**config.mk**
```make
export PLATFORM = sky130hd
export DESIGN_NAME = g9_cycle_sequencer
export DESIGN_NICKNAME = d
export VERILOG_FILES = /design/src/rtl/g9_cycle_sequencer.sv
export SDC_FILE = /design/constraint.sdc
export NUM_CORES = 1
export LEC_CHECK = 0
export BUFFER_PORTS_ARGS = -buffer_cell sky130_fd_sc_hd__buf_4
export CAP_MARGIN = 20
export CORE_MARGIN = 1
export CORE_UTILIZATION = 30
export CTS_CLUSTER_DIAMETER = 50
export DETAILED_ROUTE_END_ITERATION = 10
export GPL_ROUTABILITY_DRIVEN = 0
export PLACE_DENSITY = 0.58
export SYNTH_ARGS = -nofsm -noshare
export SYNTH_HDL_FRONTEND = slang
export SYNTH_SLANG_ARGS = --single-unit
```
**constraint.sdc**
```tcl
create_clock -name clk -period 2.62 [get_ports clk]
set_clock_uncertainty 0.1 [all_clocks]
set_input_delay 0.131 -clock clk [delete_from_list [all_inputs] [get_ports clk]]
set_output_delay 0.131 -clock clk [all_outputs]
set_load 0.02 [all_outputs]
```
**src/rtl/g9_cycle_sequencer.sv**
```systemverilog
// Multi-cycle control sequencer: steps each instruction through fetch/decode/execute/memory/writeback
// and decodes the datapath strobes from the registered state and latency counter.
module g9_cycle_sequencer #(
  parameter int IMemLatency = 1,
  parameter int DMemLatency = 1,
  parameter int size        = 32
) (
  input  logic            clk,
  input  logic            reset,
  input  logic            run,
  input  logic            step,
  input  logic            halt_req,
  input  logic            mem_read,
  input  logic            mem_write,
  input  logic            reg_write_req,
  output logic            ir_load,
  output logic            pc_write,
  output logic            reg_write_en,
  output logic            dmem_read_en,
  output logic            dmem_write_en,
  output logic            busy,
  output logic            retired,
  output logic [2:0]      state,
  output logic [size-1:0] instr_count
);

  typedef enum logic [2:0] {
    IDLE      = 3'd0,
    FETCH     = 3'd1,
    DECODE    = 3'd2,
    EXECUTE   = 3'd3,
    MEMORY    = 3'd4,
    WRITEBACK = 3'd5,
    HALTED    = 3'd6
  } state_t;

  localparam logic [2:0] ILAST = 3'(IMemLatency - 1);
  localparam logic [2:0] DLAST = 3'(DMemLatency - 1);

  state_t     cur;
  logic [2:0] lat;
  logic       single;

  always_ff @(posedge clk) begin
    if (!reset) begin
      cur         <= IDLE;
      lat         <= 3'd0;
      single      <= 1'b0;
      instr_count <= '0;
    end else begin
      case (cur)
        IDLE: begin
          lat <= 3'd0;
          if (run) cur <= FETCH;
          else if (step) begin
            single <= 1'b1;
            cur    <= FETCH;
          end
        end
        FETCH: begin
          if (lat == ILAST) begin
            lat <= 3'd0;
            cur <= DECODE;
          end else lat <= lat + 3'd1;
        end
        DECODE: cur <= EXECUTE;
        EXECUTE: begin
          lat <= 3'd0;
          cur <= (mem_read | mem_write) ? MEMORY : WRITEBACK;
        end
        MEMORY: begin
          if (lat == DLAST) begin
            lat <= 3'd0;
            cur <= WRITEBACK;
          end else lat <= lat + 3'd1;
        end
        WRITEBACK: begin
          instr_count <= instr_count + 1'b1;
          lat         <= 3'd0;
          // the step request is consumed by this instruction whichever way we leave
          single      <= 1'b0;
          if (halt_req)    cur <= HALTED;
          else if (single) cur <= IDLE;
          else if (run)    cur <= FETCH;
          else             cur <= IDLE;
        end
        HALTED: if (!run && !halt_req) cur <= IDLE;
        default: begin
          cur <= IDLE;
          lat <= 3'd0;
        end
      endcase
    end
  end

  assign state         = cur;
  assign busy          = (cur != IDLE) && (cur != HALTED);
  assign ir_load       = (cur == FETCH) && (lat == ILAST);
  assign pc_write      = (cur == WRITEBACK);
  assign retired       = (cur == WRITEBACK);
  assign reg_write_en  = (cur == WRITEBACK) && reg_write_req;
  assign dmem_read_en  = (cur == MEMORY) && mem_read;
  assign dmem_write_en = (cur == MEMORY) && (lat == 3'd0) && mem_write;

endmodule

```
# Word-level counts from Yosys, hierarchy flattened
# Cells that the tools add are included.
op_classes:
  add_sub_neg: 2
  n_eq_ne: 13
  mux: 15
  bitwise: 1
  n_reduce_logical: 17
op_table:
  columns: ["operator", "n"]
  rows:
  - ["adder 32 x 1 -> 32 bit (second input constant)", 1]
  - ["2-to-1 mux 3 bit", 7]
  - ["one-hot mux 3 bit (7 select lines)", 1]
  - ["inequality test 2 bit (second input constant)", 5]
  - ["equality test 3 bit (second input constant)", 3]
  - ["logical AND 1 bit", 7]
  - ["equality test 3 x 2 -> 1 bit (second input constant)", 2]
  - ["logical NOT 3 bit", 2]
  - ["inequality test 3 bit (second input constant)", 2]
  - ["one-hot mux 3 bit (2 select lines)", 1]
  - ["2-to-1 mux 1 bit", 5]
  - ["AND reduction 4 bit", 1]
  - ["OR reduction 2 bit", 2]
  - ["adder 3 x 1 -> 3 bit (second input constant)", 1]
  - ["equality test 3 x 1 -> 1 bit (second input constant)", 1]
  - ["AND reduction 3 bit", 1]
  - ["nonzero test 3 bit", 1]
  - ["logical NOT 1 bit", 2]
  - ["one-hot mux 1 bit (2 select lines)", 1]
  - ["nonzero test 2 bit", 1]
  - ["OR 1 bit", 1]
word_totals:
  register_bits: 39
  input_bits: 8
  output_inout_bits: 42
  word_cells: 52

# Logic depth before layout (Yosys ltp)
# Gate-level depths: netlist of run 1.
depth:
  word_depth: 4
  depth_mapped: 7
  depth_no_buf: 6

# Least setup slack after synthesis of run 1
# Ideal clock, no wire load.
synth_path:
  path_type: "flip-flop to flip-flop"
  startpoint: "reg instr_count[0]"
  endpoint: "reg instr_count[22]"
  setup_time_ps: 70
  arrival_time_ps: 1986
  required_time_ps: 2450
  slack_ps: 463
  stages_incl_launch_ff: 7
  path_buffers: 1
  synth_period_minus_slack_ps: 2157
  cell_sequence: "dfxtp_1 ha_1 inv_1 or4_4 clkbuf_2 or4_1 a21oi_1"
synth_via:
  elab_chain_len: 1
synth_rtl:
  columns: ["item", "line_no", "source"]
  rows:
  - ["start: declaration", "24", "output logic [size-1:0] instr_count"]
  - ["start signal: assignment", "78", "instr_count <= instr_count + 1'b1;"]
  - ["adder 32 x 1 -> 32 bit", "78", null]
# No other way between the ends.
# A chain may end at the register's enable or synchronous reset.

# Final worst setup path of run 1
layout_path:
  startpoint: "reg instr_count[0]"
  endpoint: "reg instr_count[30]"
# The elaborated chain is that of the path after synthesis.

==> results of run 1 <==
[cells in the final DEF, fill, tap and decap left out, types with 6 or more instances in the layout]
| master | n |
|---|---|
| sky130_fd_sc_hd__a21oi_1 | 31 |
| sky130_fd_sc_hd__buf_4 | 54 |
| sky130_fd_sc_hd__clkbuf_8 | 7 |
| sky130_fd_sc_hd__dfxtp_1 | 39 |
| sky130_fd_sc_hd__inv_1 | 8 |
| sky130_fd_sc_hd__nand2_1 | 18 |
| sky130_fd_sc_hd__nand2b_1 | 6 |
| sky130_fd_sc_hd__nand3_1 | 8 |
| sky130_fd_sc_hd__nand4_1 | 9 |
| sky130_fd_sc_hd__nor2_1 | 14 |
| sky130_fd_sc_hd__o21ai_0 | 11 |
| sky130_fd_sc_hd__o31ai_1 | 13 |
| sky130_fd_sc_hd__or3_1 | 10 |
| sky130_fd_sc_hd__or4_1 | 14 |
[registers in the layout, indices dropped and copies added (netlist names)]
name	cells
single	1
state	3
lat	3
instr_count	32
[area by class of cell]
type                            count  area (µm²)  area share [%]
Clock buffer                        8       100.1           3.901
Inverter                           10       37.54           1.463
Multi-Input combinational cell    183        1136           44.27
Sequential cell                    39       780.7           30.42
Tap cell                           77       96.34           3.754
Timing Repair Buffer               55       415.4           16.19
[repair_timing]
action	4_1_cts	5_1_grt
hold endpoints to repair	2	0
endpoints found under the setup margin	0	0
hold buffers	1	0
[path summary, 6_finish.rpt]
check | slack (ns) | end | start
min | 0.04 | state[1]$_SDFFE_PN0P_ | halt_req
max reg2reg | 0.40 | instr_count[30]$_SDFFE_PN0N_ | instr_count[0]$_SDFFE_PN0N_
max | 0.40 | instr_count[30]$_SDFFE_PN0N_ | instr_count[0]$_SDFFE_PN0N_
min reg2reg | 0.38 | instr_count[31]$_SDFFE_PN0N_ | instr_count[31]$_SDFFE_PN0N_
[cell families (layout without fill, tap and decap cells)]
kind of cell | Yosys count | count (layout) | synth area share, %
compound gates | 63 | 63 | 18.45
xor+xnor | 9 | 9 | 3.901
fa+ha+maj | 3 | 3 | 1.858
buf+inv | 24 | 73 | 5.139
flops | 39 | 39 | 38.64
mux | 1 | 1 | 0.4954
simple gates | 107 | 107 | 31.52
[metrics by stage]
step	cell area [µm²]	hold slack, ns	worst slack [ns]	util [%]
3_3_place_gp	2456	0.2885	0.4746	38.24
5_1_grt	2566	0.03465	0.3005	39.96
6_report	2566	0.04372	0.3970	39.96
4_1_cts	2566	0.03024	0.4073	39.96
2_1_floorplan	2021	0.1485	0.4633	-
3_5_place_dp	2456	0.2899	0.4302	38.24
[power by group]
part | total [W] | leakage, nW | internal [W] | switching, W
logic | 0.000112 | 0.572 | 0.0000490 | 0.0000630
registers | 0.000604 | 0.315 | 0.000599 | 0.00000504
clock network | 0.000448 | 0.0515 | 0.000240 | 0.000208
[layer usage]
metal	part of all wire [%]	routed length, µm	track usage [%]
met1	50	2439	19.13
met2	42	2047	22.50
met3	5.8	280	3.462
met4	1.4	68	6.113
met5	0	0	0
==> results.env, run 1 <==
HOLD_VIOL_FINAL=0
YOSYSMOSTFREQUENTCELL='sky130_fd_sc_hd__dfxtp_1'
AVGROUTEDWIREPERCELL_UM=13.00
POWER_LEAKAGE_nW=0.9379
NUMBER_OF_ENDPOINTS_FAILING_SETUP_AT_THE_FINAL_STAGE=0
CRIT_PATH_MAX_FANOUT=22
CRITPATHTOPFAMILY='simple AND/OR/NAND/NOR gates'
GROUTE.USAGE.OVERALL_PCT=14.49
POST_SYNTH_TOP_CELLS='39 x sky130_fd_sc_hd__dfxtp_1, 31 x sky130_fd_sc_hd__a21oi_1, 18 x sky130_fd_sc_hd__nand2_1, 14 x sky130_fd_sc_hd__nor2_1, 14 x sky130_fd_sc_hd__or4_1'
TOTAL_GRT_OVERFLOW=0
WORST-ENDPOINT-REQUIRED_NS=2.75
SYNTH_CELLS=246
POST-ROUTE-MIN-PERIOD_NS=2.223
ROWS=29
WORST-PATH-STAGES=5
SYNTH-EDFF-COUNT=0
UNREPAIRED_SETUP_ENDPOINTS_AFTER_GLOBAL_ROUTING='false'
CRITPATHKIND='reg -> reg'
H-TREE-DEPTH=2
TOTAL_NUMBER_OF_VIAS=1978
SYNTH.DISTINCT_CELLS=41
IR_DROP_mV=0.1577
WORST-SLEW-PIN-TRANSITION_NS=0.3873
LAYOUT-DRIVE-GT1-SHARE_PCT=21.69
SETUP_TNS_NS=0
REGISTER_BIT_COUNT_REPORTED_BY_YOSYS=39
POWER_W=0.001164
SYNTH_NETS=257
CTSRESIZECOUNT=0
SYNTH_TOP_CELLS_BY_AREA='sky130_fd_sc_hd__dfxtp_1 39%, sky130_fd_sc_hd__a21oi_1 7.7%, sky130_fd_sc_hd__or4_1 5.2%'
SYN_WARNINGS=0
LAYOUT.NETS=305
MAXCAP_VIOLATIONS=0
CTS.SINK_COUNT=39
HP-CLASS='in -> reg'
FIN_CELLS=372
FIRST_PASS_ITERATION_COUNT_OF_THE_DETAILED_ROUTER=7
CTS.REPORTEDPATHS.CLKPINSLEW_NS=0.08
TOP_CELL_TYPE_S_SHARE_OF_SYNTHESIZED_AREA_PCT=38.64
DP.CELLS=363
INITIAL_CORE_UTILIZATION_PCT=31.46
DETAILED_ROUTE_DRC_ERROR_COUNT=4
POST_CTS_SETUP_BUFFER_COUNT=0
DIODES=0
IOPINCOUNT=50
SYNTHFLOPTYPE='sky130_fd_sc_hd__dfxtp_1'
OUTCOME='complete, but fails checks'
DIE_H_UM=84.07
WORST_SETUP_PATH_END_KIND='flip-flop'
TIMING.FMAX_MHz=449.9
CTS-BUFFERS-INSERTED=5
CLOCK_TREE.BUFFER_DEPTH=2
TIMING.REG2REG.WORST_PATH_DEPTH=5
RELSLEWSLACK_PCT=74.18
NUMBER_OF_GLOBAL_ROUTE_VIAS_BEFORE_REPAIR=1819
COREAREA_MM2=0.006422
SYNTHESIS.AREA_MM2=0.002021
DIEAREA_MM2=0.007068
POWER.DENSITY_CELL_AREA_mW_PER_MM2=453.7
CRITPATHBUFINV=1
HOLD-PATH-CELL-COUNT=2
YS_ASYNC_SR_FRACTION_PCT=0
WIRE_LENGTH_OF_THE_FIRST_GLOBAL_ROUTING_PASS_UM=8438
POST-DP-HPWL_UM=3262
GRT_ANTENNA_BEFORE_REPAIR=0
CRITPATHSLOWESTCELL='sky130_fd_sc_hd__or4_4'
VIA_PER_INST=5.317
AREAGROWTHSYNTHTOFINISH_PCT=27.00
PORTBUFFERS=49
CP-START-KIND='flip-flop'
PERIOD_SHARE_PCT=84.85
SYN_AREA_PER_CELL_UM2=8.214
GRT_MAX_DEGREE=36
CLOCK_TREE.ROOT_CELL='sky130_fd_sc_hd__clkbuf_8'
DETAIL_ROUTE.ITER0.VIOLATIONS=97
YOSYSTOPAREACELL='sky130_fd_sc_hd__dfxtp_1'
FAILING_CHECKS='design-rule violations'
NUM-FILL-CELLS=665
DIEWIDTH_UM=84.07
WORST_SKEW_PAIR.LATE_LATENCY_NS=0.29
FINALWIRELENGTH_UM=4835
CRITICAL_PATH_ARRIVAL_NS=2.35
CRITPATHMAXSTAGEDELAY_NS=0.67
DRV_SLEW=0
WORSTPATHCELLLIST='ha_1, inv_1, or4_4, or4_1, a21oi_1'
CTS_TREE='built'
FINAL_ANTENNA_NET_COUNT=0
YOSYSSEQAREASHARE_PCT=38.64
Note: power is estimated with default switching activity, not from simulation.
==> run 2: changes to the inputs <==
clock period = 2.1 ns   (was 2.62 ns; I/O delays follow)
==> run 2 against run 1 <==
The flow still finishes with violations (design-rule violations). Critical endpoint is now instr_count[31]$_SDFFE_PN0N_. Hold slack worse by 0.021 ns. Via count is 5.2% higher. Final cell count is 3.5% higher. Fmax is 13% higher. Non-clock buffer count is 11 higher. Combinational power is 27% higher. Count of clock-buffer cells in the layout is 2 lower. Sequential power is 25% higher. Power is 41% higher. Flip-flop and latch count stayed put. Global-route usage is 0.35 points higher.
==> results.env, run 2 (synthesis results as in run 1) <==
FINAL_ANTENNA_NET_COUNT=0  # unchanged
WORST-SLEW-PIN-TRANSITION_NS=0.3465  # -0.04073 ns
DIE_H_UM=84.07  # unchanged
AREAGROWTHSYNTHTOFINISH_PCT=33.93
GROUTE.USAGE.OVERALL_PCT=14.83  # +0.35 points
UNREPAIRED_SETUP_ENDPOINTS_AFTER_GLOBAL_ROUTING='false'
FIRST_PASS_ITERATION_COUNT_OF_THE_DETAILED_ROUTER=8  # +1
CLOCK_TREE.BUFFER_DEPTH=2  # unchanged
HOLD-PATH-CELL-COUNT=2  # unchanged
RELSLEWSLACK_PCT=76.84  # +2.7 points
POST-DP-HPWL_UM=3393  # +4.0%
TOP_REGISTER_BY_NUMBER_OF_FLIP_FLOPS='instr_count'
PORTBUFFERS=49  # unchanged
DIODES=0  # unchanged
LAYOUT_UTILIZATION_PCT=42.14  # +2.2 points
P_SEQ_SHARE_PCT=46.0  # -5.9 points
LAYOUT-DRIVE-GT1-SHARE_PCT=25.65  # +4.0 points
DRV_SLEW=0  # unchanged
MIN_TO='state[1]$_SDFFE_PN0P_'
SWSHARE_PCT=21.65  # -2.1 points
RR_STARTPOINT='instr_count[6]$_SDFFE_PN0N_'
CTS-BUFFERS-INSERTED=5  # unchanged
CLOCK_TREE.ROOT_CELL='sky130_fd_sc_hd__clkbuf_8'
GRT_ANTENNA_BEFORE_REPAIR=0  # unchanged
LAYOUT_COMMONEST_CELL='sky130_fd_sc_hd__buf_4'
LARGEST_REGISTER_FF_COUNT=32  # unchanged
SETUP_TNS_NS=0  # unchanged
CRITICAL_PATH_ARRIVAL_NS=2.11  # -0.24 ns
NUM-FILL-CELLS=648  # -2.6%
FIN_CELLS=385  # +3.5%
H-TREE-DEPTH=2  # unchanged
TIMING.FMAX_MHz=506.3  # +13%
PERIOD_SHARE_PCT=94.05  # +9.2 points
DIEWIDTH_UM=84.07  # unchanged
HP-CLASS='in -> reg'
AVGROUTEDWIREPERCELL_UM=13.98  # +7.6%
CLKPWRFRAC_PCT=45.4  # +6.9 points
WIRE_LENGTH_OF_THE_FIRST_GLOBAL_ROUTING_PASS_UM=8438  # unchanged
TIMING.REG2REG.WORST_PATH_DEPTH=4  # -1
FINAL_CELL_MIX='65 x sky130_fd_sc_hd__buf_4, 37 x sky130_fd_sc_hd__dfxtp_1, 31 x sky130_fd_sc_hd__a21oi_1'
DETAIL_ROUTE.ITER0.VIOLATIONS=96  # -1.0%
IR_DROP_mV=0.2192  # +39%
NUMBER_OF_GLOBAL_ROUTE_VIAS_BEFORE_REPAIR=1778  # -2.3%
POWER_LEAKAGE_nW=1.013  # +8.0%
INITIAL_CORE_UTILIZATION_PCT=31.46  # unchanged
IOPINCOUNT=50  # unchanged
WORST_HOLD_STARTPOINT='halt_req'
CRIT_PATH_MAX_FANOUT=10  # -55%
CP-START-KIND='flip-flop'
MAXUSEDROUTINGLAYER='met4'
MET2_WIRELENGTH_UM=2293  # +12%
MAXCAP_VIOLATIONS=0  # unchanged
P_COMB_SHARE_PCT=8.7  # -0.9 points
WORSTREG2REGEND='instr_count[31]$_SDFFE_PN0N_'
TIMING.REG2REG.SETUP_SLACK_NS=0.12  # -0.27 ns
ROUTE.LAYER.MET1.WL_UM=2695  # +10%
TOTAL_NUMBER_OF_VIAS=2080  # +5.2%
POST-ROUTE-MIN-PERIOD_NS=1.975  # -0.2479 ns
NETSWITCHINGPOWER_W=0.0003542  # +28%
COREAREA_MM2=0.006422  # unchanged
DIEAREA_MM2=0.007068  # unchanged
WORST-ENDPOINT-REQUIRED_NS=2.23  # -0.52 ns
CTS.REPORTEDPATHS.CLKPINSLEW_NS=0.08  # about the same
DP.CELLS=373  # +2.8%
WL_MET3_UM=323  # +15%
VIA_PER_INST=5.403  # +1.6%
CRITPATHKIND='reg -> reg'
INTERNAL_PWR_TOTAL_W=0.001282  # +44%
GRT_MAX_DEGREE=27  # -25%
CTS_TREE='built'
FINALWIRELENGTH_UM=5383  # +11%
ROWS=29  # unchanged
LAYOUT.NETS=318  # +4.3%
FAILING_CHECKS='design-rule violations'
WORST_SETUP_PATH_END_KIND='flip-flop'
WORST_SKEW_PAIR.LATE_LATENCY_NS=0.29  # about the same
TOTAL_GRT_OVERFLOW=0  # unchanged
HOLD_VIOL_FINAL=0  # unchanged
NUMBER_OF_ENDPOINTS_FAILING_SETUP_AT_THE_FINAL_STAGE=0  # unchanged
POWER.DENSITY_CELL_AREA_mW_PER_MM2=604.6  # +33%
DETAILED_ROUTE_DRC_ERROR_COUNT=6  # +2
CTS.SINK_COUNT=39  # unchanged
OUTCOME='complete, but fails checks'
run 2: area by class of cell:
class | count | area, µm² | area share [%]
repair buffers | 66 | 498.0 | 18.40
well taps | 77 | 96.34 | 3.560
inverters | 10 | 37.54 | 1.387
clock buffers | 6 | 72.57 | 2.681
flip-flops and latches | 39 | 785.8 | 29.03
clock inverters | 2 | 60.06 | 2.219
multi-input cells | 185 | 1156 | 42.72
run 2: layer usage:
| layer | vias to the layer above | GRT usage (%) |
|---|---|---|
| met1 | 982 | 20.15 |
| met2 | 50 | 21.98 |
| met5 | - | 0 |
| met3 | 7 | 4.748 |
| li1 | 1041 | - |
| met4 | 0 | 5.172 |
run 2: worst max-delay path: stages (launching register included):
cell and delay, ns:
sky130_fd_sc_hd__dfxtp_1 0.35, sky130_fd_sc_hd__nand4_1 0.21, sky130_fd_sc_hd__or4_4 0.61, sky130_fd_sc_hd__or4_1 0.49, sky130_fd_sc_hd__a21oi_1 0.15
run 2: how the worst max path moves through the flow:
stage                                    to  slack, ns                        start
3_5_place_dp   instr_count[14]$_SDFFE_PN0N_       0.08  instr_count[0]$_SDFFE_PN0N_
4_1_cts        instr_count[10]$_SDFFE_PN0N_       0.05  instr_count[0]$_SDFFE_PN0N_
3_3_place_gp   instr_count[14]$_SDFFE_PN0N_       0.13  instr_count[0]$_SDFFE_PN0N_
5_1_grt        instr_count[15]$_SDFFE_PN0N_      0.004  instr_count[8]$_SDFFE_PN0N_
2_1_floorplan  instr_count[29]$_SDFFE_PN0N_      0.001        state[2]$_SDFFE_PN0P_
6_report       instr_count[31]$_SDFFE_PN0N_       0.12  instr_count[6]$_SDFFE_PN0N_
run 2: through the flow:
| stage | setup slack [ns] | hold WS, ns | total power, W | area (µm²) |
|---|---|---|---|---|
| after CTS | 0.05172 | 0.01614 | 0.001661 | 2676 |
| after global routing | 0.004006 | 0.02053 | 0.001708 | 2706 |
| final | 0.1249 | 0.02291 | 0.001636 | 2706 |
| after global placement | 0.1286 | 0.2661 | 0.0009104 | 2534 |
| after detailed placement | 0.08221 | 0.2686 | 0.0009112 | 2534 |
| after floorplan | 0.001243 | 0.1225 | 0.0008564 | 2026 |
run 2: what timing repair did:
item,in CTS,in global routing
resized for setup,0,2
hold buffers,1,0
setup buffers,0,1
setup endpoints to repair,0,4
endpoints found under the hold margin,2,0
run 2: power by group through the flow:
stage / Clock (W) / Combinational, W / Sequential [W]
after floorplan: 0 / 0.0000757 / 0.000781
after global placement: 0 / 0.000140 / 0.000770
after detailed placement: 0 / 0.000141 / 0.000770
after CTS: 0.000766 / 0.000142 / 0.000753
after global routing: 0.000801 / 0.000154 / 0.000753
final: 0.000742 / 0.000142 / 0.000752
